--- src/rtl/bip_pkg.sv ---
// Shared opcode, ACC-source and FSM encodings for the BIP fetch/decode stage.
package bip_pkg;

    localparam int DEF_INSBITS = 16;
    localparam int DEF_OPBITS  = 5;
    localparam int DEF_DTBITS  = 11;

    localparam logic [4:0] OP_HLT  = 5'b00000;
    localparam logic [4:0] OP_STO  = 5'b00001;
    localparam logic [4:0] OP_LD   = 5'b00010;
    localparam logic [4:0] OP_LDI  = 5'b00011;
    localparam logic [4:0] OP_ADD  = 5'b00100;
    localparam logic [4:0] OP_ADDI = 5'b00101;
    localparam logic [4:0] OP_SUB  = 5'b00110;
    localparam logic [4:0] OP_SUBI = 5'b00111;

    localparam logic [1:0] SELA_MEM = 2'b00;
    localparam logic [1:0] SELA_IMM = 2'b01;
    localparam logic [1:0] SELA_ALU = 2'b10;

    typedef enum logic [1:0] {
        ST_FETCH  = 2'b00,
        ST_DECODE = 2'b01,
        ST_EXEC   = 2'b10,
        ST_HALTED = 2'b11
    } state_e;

endpackage

--- src/rtl/bip_fetch_decode_program_counter.sv ---
// Program counter register: increments on request, wraps naturally at 2^PCBITS.
module program_counter #(
    parameter int PCBITS = 11
) (
    input  logic              i_clk,
    input  logic              i_reset,
    input  logic              i_inc,
    output logic [PCBITS-1:0] o_pc
);

    logic [PCBITS-1:0] pc_q;
    logic [PCBITS-1:0] pc_d;

    always_comb begin
        pc_d = pc_q;
        if (i_inc) begin
            pc_d = pc_q + PCBITS'(1);
        end
    end

    always_ff @(posedge i_clk or posedge i_reset) begin
        if (i_reset) begin
            pc_q <= '0;
        end else begin
            pc_q <= pc_d;
        end
    end

    assign o_pc = pc_q;

endmodule

--- src/rtl/bip_fetch_decode.sv ---
// BIP fetch/decode control: FETCH -> DECODE -> EXEC per instruction, stops on HLT.
module bip_fetch_decode
    import bip_pkg::*;
#(
    parameter int PCBITS  = 11,
    parameter int INSBITS = DEF_INSBITS,
    parameter int OPBITS  = DEF_OPBITS,
    parameter int DTBITS  = DEF_DTBITS,
    parameter int CNTBITS = 32
) (
    input  logic               i_clk,
    input  logic               i_reset,
    input  logic               i_enable,
    input  logic [INSBITS-1:0] i_instr,
    output logic [PCBITS-1:0]  o_pc_addr,
    output logic [DTBITS-1:0]  o_operand,
    output logic               o_wr_ram,
    output logic               o_rd_ram,
    output logic               o_wr_acc,
    output logic [1:0]         o_sel_a,
    output logic               o_sel_b,
    output logic               o_op,
    output logic               o_halt,
    output logic [CNTBITS-1:0] o_cycles
);

    state_e               state_q, state_d;
    logic [INSBITS-1:0]   ir_q, ir_d;
    logic [CNTBITS-1:0]   cycles_q, cycles_d;
    logic                 pc_inc;
    logic                 exec_fire;
    logic [OPBITS-1:0]    opcode;
    logic                 dec_wr_ram, dec_rd_ram, dec_wr_acc;

    assign opcode = ir_q[INSBITS-1 -: OPBITS];

    program_counter #(
        .PCBITS (PCBITS)
    ) u_pc (
        .i_clk   (i_clk),
        .i_reset (i_reset),
        .i_inc   (pc_inc),
        .o_pc    (o_pc_addr)
    );

    // Every transition, IR load and count step waits for i_enable.
    always_comb begin
        state_d  = state_q;
        ir_d     = ir_q;
        cycles_d = cycles_q;
        pc_inc   = 1'b0;
        if (i_enable && (state_q != ST_HALTED)) begin
            cycles_d = cycles_q + CNTBITS'(1);
        end
        if (i_enable) begin
            case (state_q)
                ST_FETCH: state_d = ST_DECODE;
                ST_DECODE: begin
                    ir_d    = i_instr;
                    state_d = (i_instr[INSBITS-1 -: OPBITS] == OP_HLT) ? ST_HALTED : ST_EXEC;
                end
                ST_EXEC: begin
                    pc_inc  = 1'b1;
                    state_d = ST_FETCH;
                end
                ST_HALTED: state_d = ST_HALTED;
                default:   state_d = ST_HALTED;
            endcase
        end
    end

    always_ff @(posedge i_clk or posedge i_reset) begin
        if (i_reset) begin
            state_q  <= ST_FETCH;
            ir_q     <= '0;
            cycles_q <= '0;
        end else begin
            state_q  <= state_d;
            ir_q     <= ir_d;
            cycles_q <= cycles_d;
        end
    end

    // Select lines follow IR at all times; only the strobes are qualified by EXEC.
    always_comb begin
        dec_wr_ram = 1'b0;
        dec_rd_ram = 1'b0;
        dec_wr_acc = 1'b0;
        o_sel_a    = SELA_MEM;
        o_sel_b    = 1'b0;
        o_op       = 1'b0;
        case (opcode)
            OP_STO: dec_wr_ram = 1'b1;
            OP_LD: begin
                dec_rd_ram = 1'b1;
                dec_wr_acc = 1'b1;
            end
            OP_LDI: begin
                dec_wr_acc = 1'b1;
                o_sel_a    = SELA_IMM;
            end
            OP_ADD, OP_SUB: begin
                dec_rd_ram = 1'b1;
                dec_wr_acc = 1'b1;
                o_sel_a    = SELA_ALU;
                o_op       = (opcode == OP_SUB);
            end
            OP_ADDI, OP_SUBI: begin
                dec_wr_acc = 1'b1;
                o_sel_a    = SELA_ALU;
                o_sel_b    = 1'b1;
                o_op       = (opcode == OP_SUBI);
            end
            default: ;
        endcase
    end

    assign exec_fire = (state_q == ST_EXEC) && i_enable;
    assign o_wr_ram  = dec_wr_ram & exec_fire;
    assign o_rd_ram  = dec_rd_ram & exec_fire;
    assign o_wr_acc  = dec_wr_acc & exec_fire;
    assign o_operand = ir_q[DTBITS-1:0];
    assign o_halt    = (state_q == ST_HALTED);
    assign o_cycles  = cycles_q;

endmodule
--- config.mk ---
export PLATFORM = sky130hd
export DESIGN_NAME = bip_fetch_decode
export DESIGN_NICKNAME = d
export VERILOG_FILES = /design/src/rtl/bip_pkg.sv /design/src/rtl/bip_fetch_decode_program_counter.sv /design/src/rtl/bip_fetch_decode.sv
export SDC_FILE = /design/constraint.sdc
export NUM_CORES = 1
export LEC_CHECK = 0
export CAP_MARGIN = 30
export CORE_ASPECT_RATIO = 0.75
export CORE_MARGIN = 2
export CORE_UTILIZATION = 47
export DETAILED_ROUTE_END_ITERATION = 6
export GPL_TIMING_DRIVEN = 0
export MAX_ROUTING_LAYER = met4
export PLACE_DENSITY = 0.85
export SKIP_LAST_GASP = 1
export SLEW_MARGIN = 20
export SYNTH_ARGS = -nofsm -noshare
export SYNTH_HDL_FRONTEND = slang
export SYNTH_SLANG_ARGS = --single-unit
--- constraint.sdc ---
create_clock -name i_clk -period 2 [get_ports i_clk]
set_input_delay 0.3 -clock i_clk [delete_from_list [all_inputs] [get_ports i_clk]]
set_output_delay 0.3 -clock i_clk [all_outputs]
set_load 0.02 [all_outputs]
==> results.md, run 1 <==
* Status: finished, final reports clean
* Mapped cell area at 2780 um2
* Die Height at around 71 um
* Clock Sinks at 61
* Initial antenna violation count at 0
* Ports at 81
* Post-Syn Nets at 245
* Yosys reg bits at 61
* VDD IR max at 0.882 mV
* Fillers at about 430
* Total grt overflow at 0
* CP Max Fanout at 8
* Total of max-cap violations at 0
* Relative slew slack at 77.6%
* Syn Area/Cell at ~12 um2
* Final hold slack at 0.265 ns
* Placed Instances at 382
* Hold WC Path Type: input pin to asynchronous set/reset pin
* Total CTS buffers at 9
* Leak pwr at 1.73 nW
* Root Buffer: clkbuf_8
* DRT Wirelength at 5.88 mm
* RSZ-0062 raised after global routing: true
* Final setup TNS at 0 ns
* Cells after synthesis at 224
* First-pass GRT wire length at between 9 and 10 mm
* Via density at 4.93
* WS Path Type: flip-flop to output pin
* Cell taking the most area after synthesis: dfrtp_1
* CTS tree: done
* Starting Density at between 40% and 50%
* CP endpoint kind: output pin
* IO Port Bufs at 79
* DP Worst Slack at -0.0804 ns
* Min Tclk post-route at 1.92 ns
* CP required at approximately 1.7 ns
* Area Overhead vs Synth at 41.3%
* DRT antenna net count at 0
* Post-DP HPWL at ~4.2 mm
* Critical path arrival at about 1.6 ns
* Worst clock skew at 0.00938 ns
* Count of warnings emitted by yosys at 0
* DR pass1 iterations at 4
* Synth top area cells: dfrtp_1 55%, xnor2_1 10%, mux2_2 7.7%
* Clock transition at path regs at 0.07 ns
* Die extent in x at around 93 um
* H-tree levels at 3
* CTS Buffer Depth at 2
* Setup crit start kind: flip-flop
* WL/cell at 14.8 um
* Core Region at 5770 um2
* Fin worst setup slack at 0.0763 ns
* Fin cells at 398
* Total GRT Usage at 20.5%
* PnR Total Power at 4.81 mW
* Share of cells above drive strength 1 at 20.0%
* Sequential-to-total area share from yosys stat at 54.9%
* Postcts setup bufs at 0
* Netlist cell types at 34
* Gp weighted congestion at just under 0.8
* Final nets at ~340
* Die ar. at 6550 um2
* Top cell type's share of synthesized area at 54.9%
* DR iter-0 viols at 79
* Endpoints failing setup at 0
* Most common cell after layout, fill and taps aside: clkdlybuf4s50_1
* N_diodes at 0
* Clk_lat worst skew at 0.34 ns
* FF-to-FF setup slack at roughly 0.23 ns
* Most frequent cells in the layout: 72 x clkdlybuf4s50_1, 60 x dfrtp_1, 33 x xnor2_1
* Total power per unit cell area at 1220 nW/um2
* Vias in the first global route at roughly 2000
* DRC at 0
* # rows at 24
* Measured slew at the worst slew-check pin at 0.333 ns
* Fmax at about 0.52 GHz
* Hold Fails Final Rpt at 0
* Vias at 1963
* Pins over their slew limit at 0
* Final worst path period share at 96.2%
* Largest net degree at the start of global routing at 40
==> final timing paths <==
path | start | to | cells after the start
min in group i_clk | i_enable | o_cycles[0] | 3
worst max-delay path | state_q[1] | o_wr_ram | 5
worst min register to register | o_cycles[31] | o_cycles[31] | 1
worst max register to register | o_cycles[6] | o_cycles[26] | 5
worst min-delay path | i_reset | ir_q[6] | 2
max in group asynchronous | i_reset | o_cycles[27] | 3
==> Yosys cell counts (all sizes together) <==
cell type  instances
o21ai              1
or2                1
a21oi              1
ha                 2
inv                2
nand2             15
nor3               2
nand4b             1
nor4               2
and2b              1
mux2              19
xor2               8
xnor2             33
nand3             18
dfrtp             61
or3                1
nand4             13
nor2              13
and2               2
nor2b              1
and4               4
and4b              1
and3               9
buf               12
clkbuf             1
==> area by class of cell <==
| cell class | count | area (um2) | area share, % |
|---|---|---|---|
| buffer | 13 | 92.6 | 2.36 |
| sequential | 61 | 1530 | 38.9 |
| multi-input combinational | 148 | 1160 | 29.5 |
| inverter | 2 | 10.0 | 0.255 |
| clock inverter | 4 | 95.1 | 2.42 |
| clock buffer | 12 | 145 | 3.70 |
| timing repair buffer | 80 | 798 | 20.3 |
| tap | 78 | 97.6 | 2.49 |
==> sequential cells by signal, indices dropped and copies added, names as in the netlist <==
signal     cells
o_cycles      32
ir_q          16
state_q        2
u_pc.o_pc     11
==> what timing repair did <==
item,in CTS,in global routing
endpoints found under the setup margin,7,6
hold buffers,0,0
resized for setup,9,5
pin swaps,0,1
==> power by group <==
group | switching (mW) | leakage, nW | internal (mW)
logic | 0.759 | 0.811 | 0.904
clock network | 0.458 | 0.121 | 0.861
registers | 0.298 | 0.794 | 1.53
total | 1.51 | 1.73 | 3.29
==> worst max-delay path, stage by stage, from the launching register on <==
cell	delay (ns)
dfrtp_1	0.39
nand2_1	0.12
nor2_4	0.22
nand4b_1	0.11
nor2_1	0.09
dlygate4sd2_1	0.36
==> routing by layer <==
layer / global-route usage (%) / share of wire, % / up-vias / wire (um)
li1: - / - / 954 / -
met1: 25.6 / 46 / 951 / 2690
met2: 31.2 / 48 / 48 / 2850
met3: 6.39 / 4.4 / 10 / 256
met4: 8.33 / 1.4 / 0 / 84
met5: - / 0 / - / 0
==> kinds of logic after synthesis <==
kind of cell	after synthesis	share of synthesized area, %
multiplexers	19	7.70
adder cells (fa/ha/maj)	2	0.900
flip-flops	61	54.9
buffers and inverters	15	3.60
XOR/XNOR	41	12.9
AO/OA/AOI/OAI	2	0.360
AND/OR/NAND/NOR	84	19.6
==> through the flow <==
step	area, um2	util, %
after detailed placement	3690	64.0
after global routing	3930	68.1
after global placement	3670	63.6
after CTS	3930	68.1
final	3930	68.1
after floorplan	2780	-
Note: power is estimated with default switching activity, not from simulation.
==> run 2: changes to the inputs <==
--- a/config.mk
+++ b/config.mk
@@ -7,7 +7,7 @@
 export LEC_CHECK = 0
 export CAP_MARGIN = 30
 export CORE_ASPECT_RATIO = 0.75
-export CORE_MARGIN = 2
+export CORE_MARGIN = 1.5
 export CORE_UTILIZATION = 47
 export DETAILED_ROUTE_END_ITERATION = 6
 export GPL_TIMING_DRIVEN = 0
==> run 2 against run 1 <==
Effect of this change: register-to-register slack got worse by 0.09 ns; worst setup slack better by 0.028 ns; routed wire length up 0.63%; first-iteration DRC count down 39%; design area decreased by 1.7%; combinational power about the same; worst hold slack better by 0.054 ns; power decreased by 8.4%; core utilization decreased by 1.1 points; maximum frequency rose by 1.5%; critical endpoint is now o_halt.
==> results.md, run 2 (same netlist as run 1, synthesis figures left out) <==
* Status: finished, final reports clean (unchanged)
* First-pass GRT wire length at 9.94 mm (was 9.88 mm)
* Fmax at 0.528 GHz (was 0.520 GHz)
* Post-layout instance area at 3860 um2 (was 3930 um2)
* Vias at 1989 (was 1963)
* Largest net degree at the start of global routing at 32 (was 40)
* Clock share of power at 20.6% (was 27.4%)
* Total GRT Usage at 20.6% (was 20.5%)
* Total of max-cap violations at 0 (unchanged)
* DR pass1 iterations at 4 (unchanged)
* DRT Wirelength at 5.92 mm (was 5.88 mm)
* Gp weighted congestion at 0.800 (was 0.771)
* Measured slew at the worst slew-check pin at 0.404 ns (was 0.333 ns)
* Pins over their slew limit at 0 (unchanged)
* Core Region at 5770 um2 (unchanged)
* Worst R2R Start: o_cycles[0] (was o_cycles[6])
* N_diodes at 0 (unchanged)
* Placed Instances at 382 (unchanged)
* RR Endpoint: o_cycles[26] (unchanged)
* Leak pwr at 1.71 nW (was 1.73 nW)
* Most frequent cells in the layout: 72 x clkdlybuf4s50_1, 60 x dfrtp_1, 33 x xnor2_1 (unchanged)
* Die Height at 69.6 um (was 70.6 um)
* Area Overhead vs Synth at 38.9% (was 41.3%)
* Hold Fails Final Rpt at 0 (unchanged)
* IO Port Bufs at 79 (unchanged)
* Root Buffer: clkbuf_8 (unchanged)
* Slowest CP cell: clkdlybuf4s50_1 (was dfrtp_1)
* Via density at 4.98 (was 4.93)
* Final hold slack at 0.319 ns (was 0.265 ns)
* Hold WC Path Type: input pin to asynchronous set/reset pin (unchanged)
* Most common cell after layout, fill and taps aside: clkdlybuf4s50_1 (unchanged)
* Ports at 81 (unchanged)
* DP Worst Slack at -0.138 ns (was -0.0804 ns)
* CTS tree: done (unchanged)
* Final worst path period share at 94.8% (was 96.2%)
* Post-DP HPWL at 4.36 mm (was 4.22 mm)
* CP required at 1.70 ns (about the same)
* Largest stage delay, worst path at 0.59 ns (was 0.39 ns)
* DRT antenna net count at 0 (unchanged)
* Share of cells above drive strength 1 at 20.6% (was 20.0%)
* Flop pwr share at 41.5% (was 38.0%)
* CP Max Fanout at 6 (was 8)
* Die ar. at 6390 um2 (was 6550 um2)
* Total CTS buffers at 9 (unchanged)
* DP Area at 3690 um2 (unchanged)
* CP endpoint kind: output pin (unchanged)
* Relative slew slack at 73.1% (was 77.6%)
* DRC at 0 (unchanged)
* Initial antenna violation count at 0 (unchanged)
* Vias in the first global route at 2059 (was 1973)
* WS Path Type: flip-flop to output pin (unchanged)
* R2R depth at 6 (was 5)
* Fillers at 452 (was 434)
* Die extent in x at 91.8 um (was 92.8 um)
* Sw power at 1.52 mW (was 1.51 mW)
* DR iter-0 viols at 48 (was 79)
* Total power per unit cell area at 1140 nW/um2 (was 1220 nW/um2)
* Worst clock skew at 0.00660 ns (was 0.00938 ns)
* Min Tclk post-route at 1.90 ns (was 1.92 ns)
* Final nets at 337 (was 336)
* H-tree levels at 3 (unchanged)
* Switching portion of total power at 34.5% (was 31.5%)
* Internal power at 2.88 mW (was 3.29 mW)
* RSZ-0062 raised after global routing: false (was true)
* Final setup TNS at 0 ns (unchanged)
* Fin cells at 399 (was 398)
* Crit-path cells: nand2_2, inv_1, clkdlybuf4s50_1 (was nand2_1, nor2_4, nand4b_1, nor2_1, dlygate4sd2_1)
* Clk_lat worst skew at 0.33 ns (was 0.34 ns)
* WL/cell at 14.8 um (about the same)
* CTS Buffer Depth at 2 (unchanged)
* Hold Buf Count CTS at 0 (unchanged)
* Starting Density at 48.2% (unchanged)
* Max reg flops at 32 (unchanged)
* VDD IR max at 0.948 mV (was 0.882 mV)
* Critical path arrival at 1.60 ns (was 1.62 ns)
* Clock transition at path regs at 0.07 ns (about the same)
* Total grt overflow at 0 (unchanged)
* # rows at 24 (unchanged)
* Comb power frac at 37.9% (was 34.6%)
* Endpoints failing setup at 0 (unchanged)
* Clock Sinks at 61 (unchanged)
* Setup crit start kind: flip-flop (unchanged)
* FF-to-FF setup slack at 0.14 ns (was 0.23 ns)
* Fin worst setup slack at 0.105 ns (was 0.0763 ns)
run 2: cell type report:
class	instances	area, um2	area share, %
Sequential cell	61	1530	39.6
Multi-Input combinational cell	148	1160	30.2
Timing Repair Buffer	81	810	21.0
Clock buffer	11	131	3.40
Tap cell	78	97.6	2.53
Buffer	13	92.6	2.40
Clock inverter	5	27.5	0.713
Inverter	2	10.0	0.259
run 2: worst max-delay path: cells and delay by family (launching register included):
family                 cells  cell delay (ns)
and+or+nand+nor            1             0.15
DFF                        1             0.45
buffers and inverters      2             0.67
run 2: worst max-delay path by stage:
stage	from	end	slack, ns	depth (start not counted)
2_1_floorplan	ir_q[14]	o_rd_ram	0.12	4
3_3_place_gp	i_reset	ir_q[10]	-0.91	2
3_5_place_dp	i_enable	o_wr_ram	-0.14	6
4_1_cts	ir_q[14]	o_rd_ram	-0.03	5
5_1_grt	ir_q[14]	o_wr_acc	0.03	4
6_report	state_q[0]	o_halt	0.10	3
run 2: what timing repair did:
| action | in CTS | in global routing |
|---|---|---|
| gates resized for setup | 8 | 5 |
| setup buffers | 0 | 1 |
| endpoints found under the setup margin | 7 | 5 |
| pin swaps | 0 | 1 |
run 2: metrics by stage:
step,utilization (%),power [mW]
after floorplan,-,2.80
after global placement,63.6,3.45
after detailed placement,64.0,3.52
after CTS,66.8,4.43
after global routing,67.0,4.63
final,67.0,4.40
run 2: per-layer routing:
layer	vias to the layer above	track usage, %	wire length, um
li1	950	-	-
met1	974	25.7	2730
met2	50	31.8	2880
met3	15	5.81	200
met4	0	8.38	115
met5	-	-	0
run 2: power by group through the flow:
stage                     Combinational (mW)  Sequential, mW  Clock [mW]
after global routing                    1.77            1.88       0.979
after detailed placement                1.68            1.84           0
after global placement                  1.64            1.81           0
after CTS                               1.68            1.83       0.928
final                                   1.67            1.83       0.907
after floorplan                        0.907            1.89           0
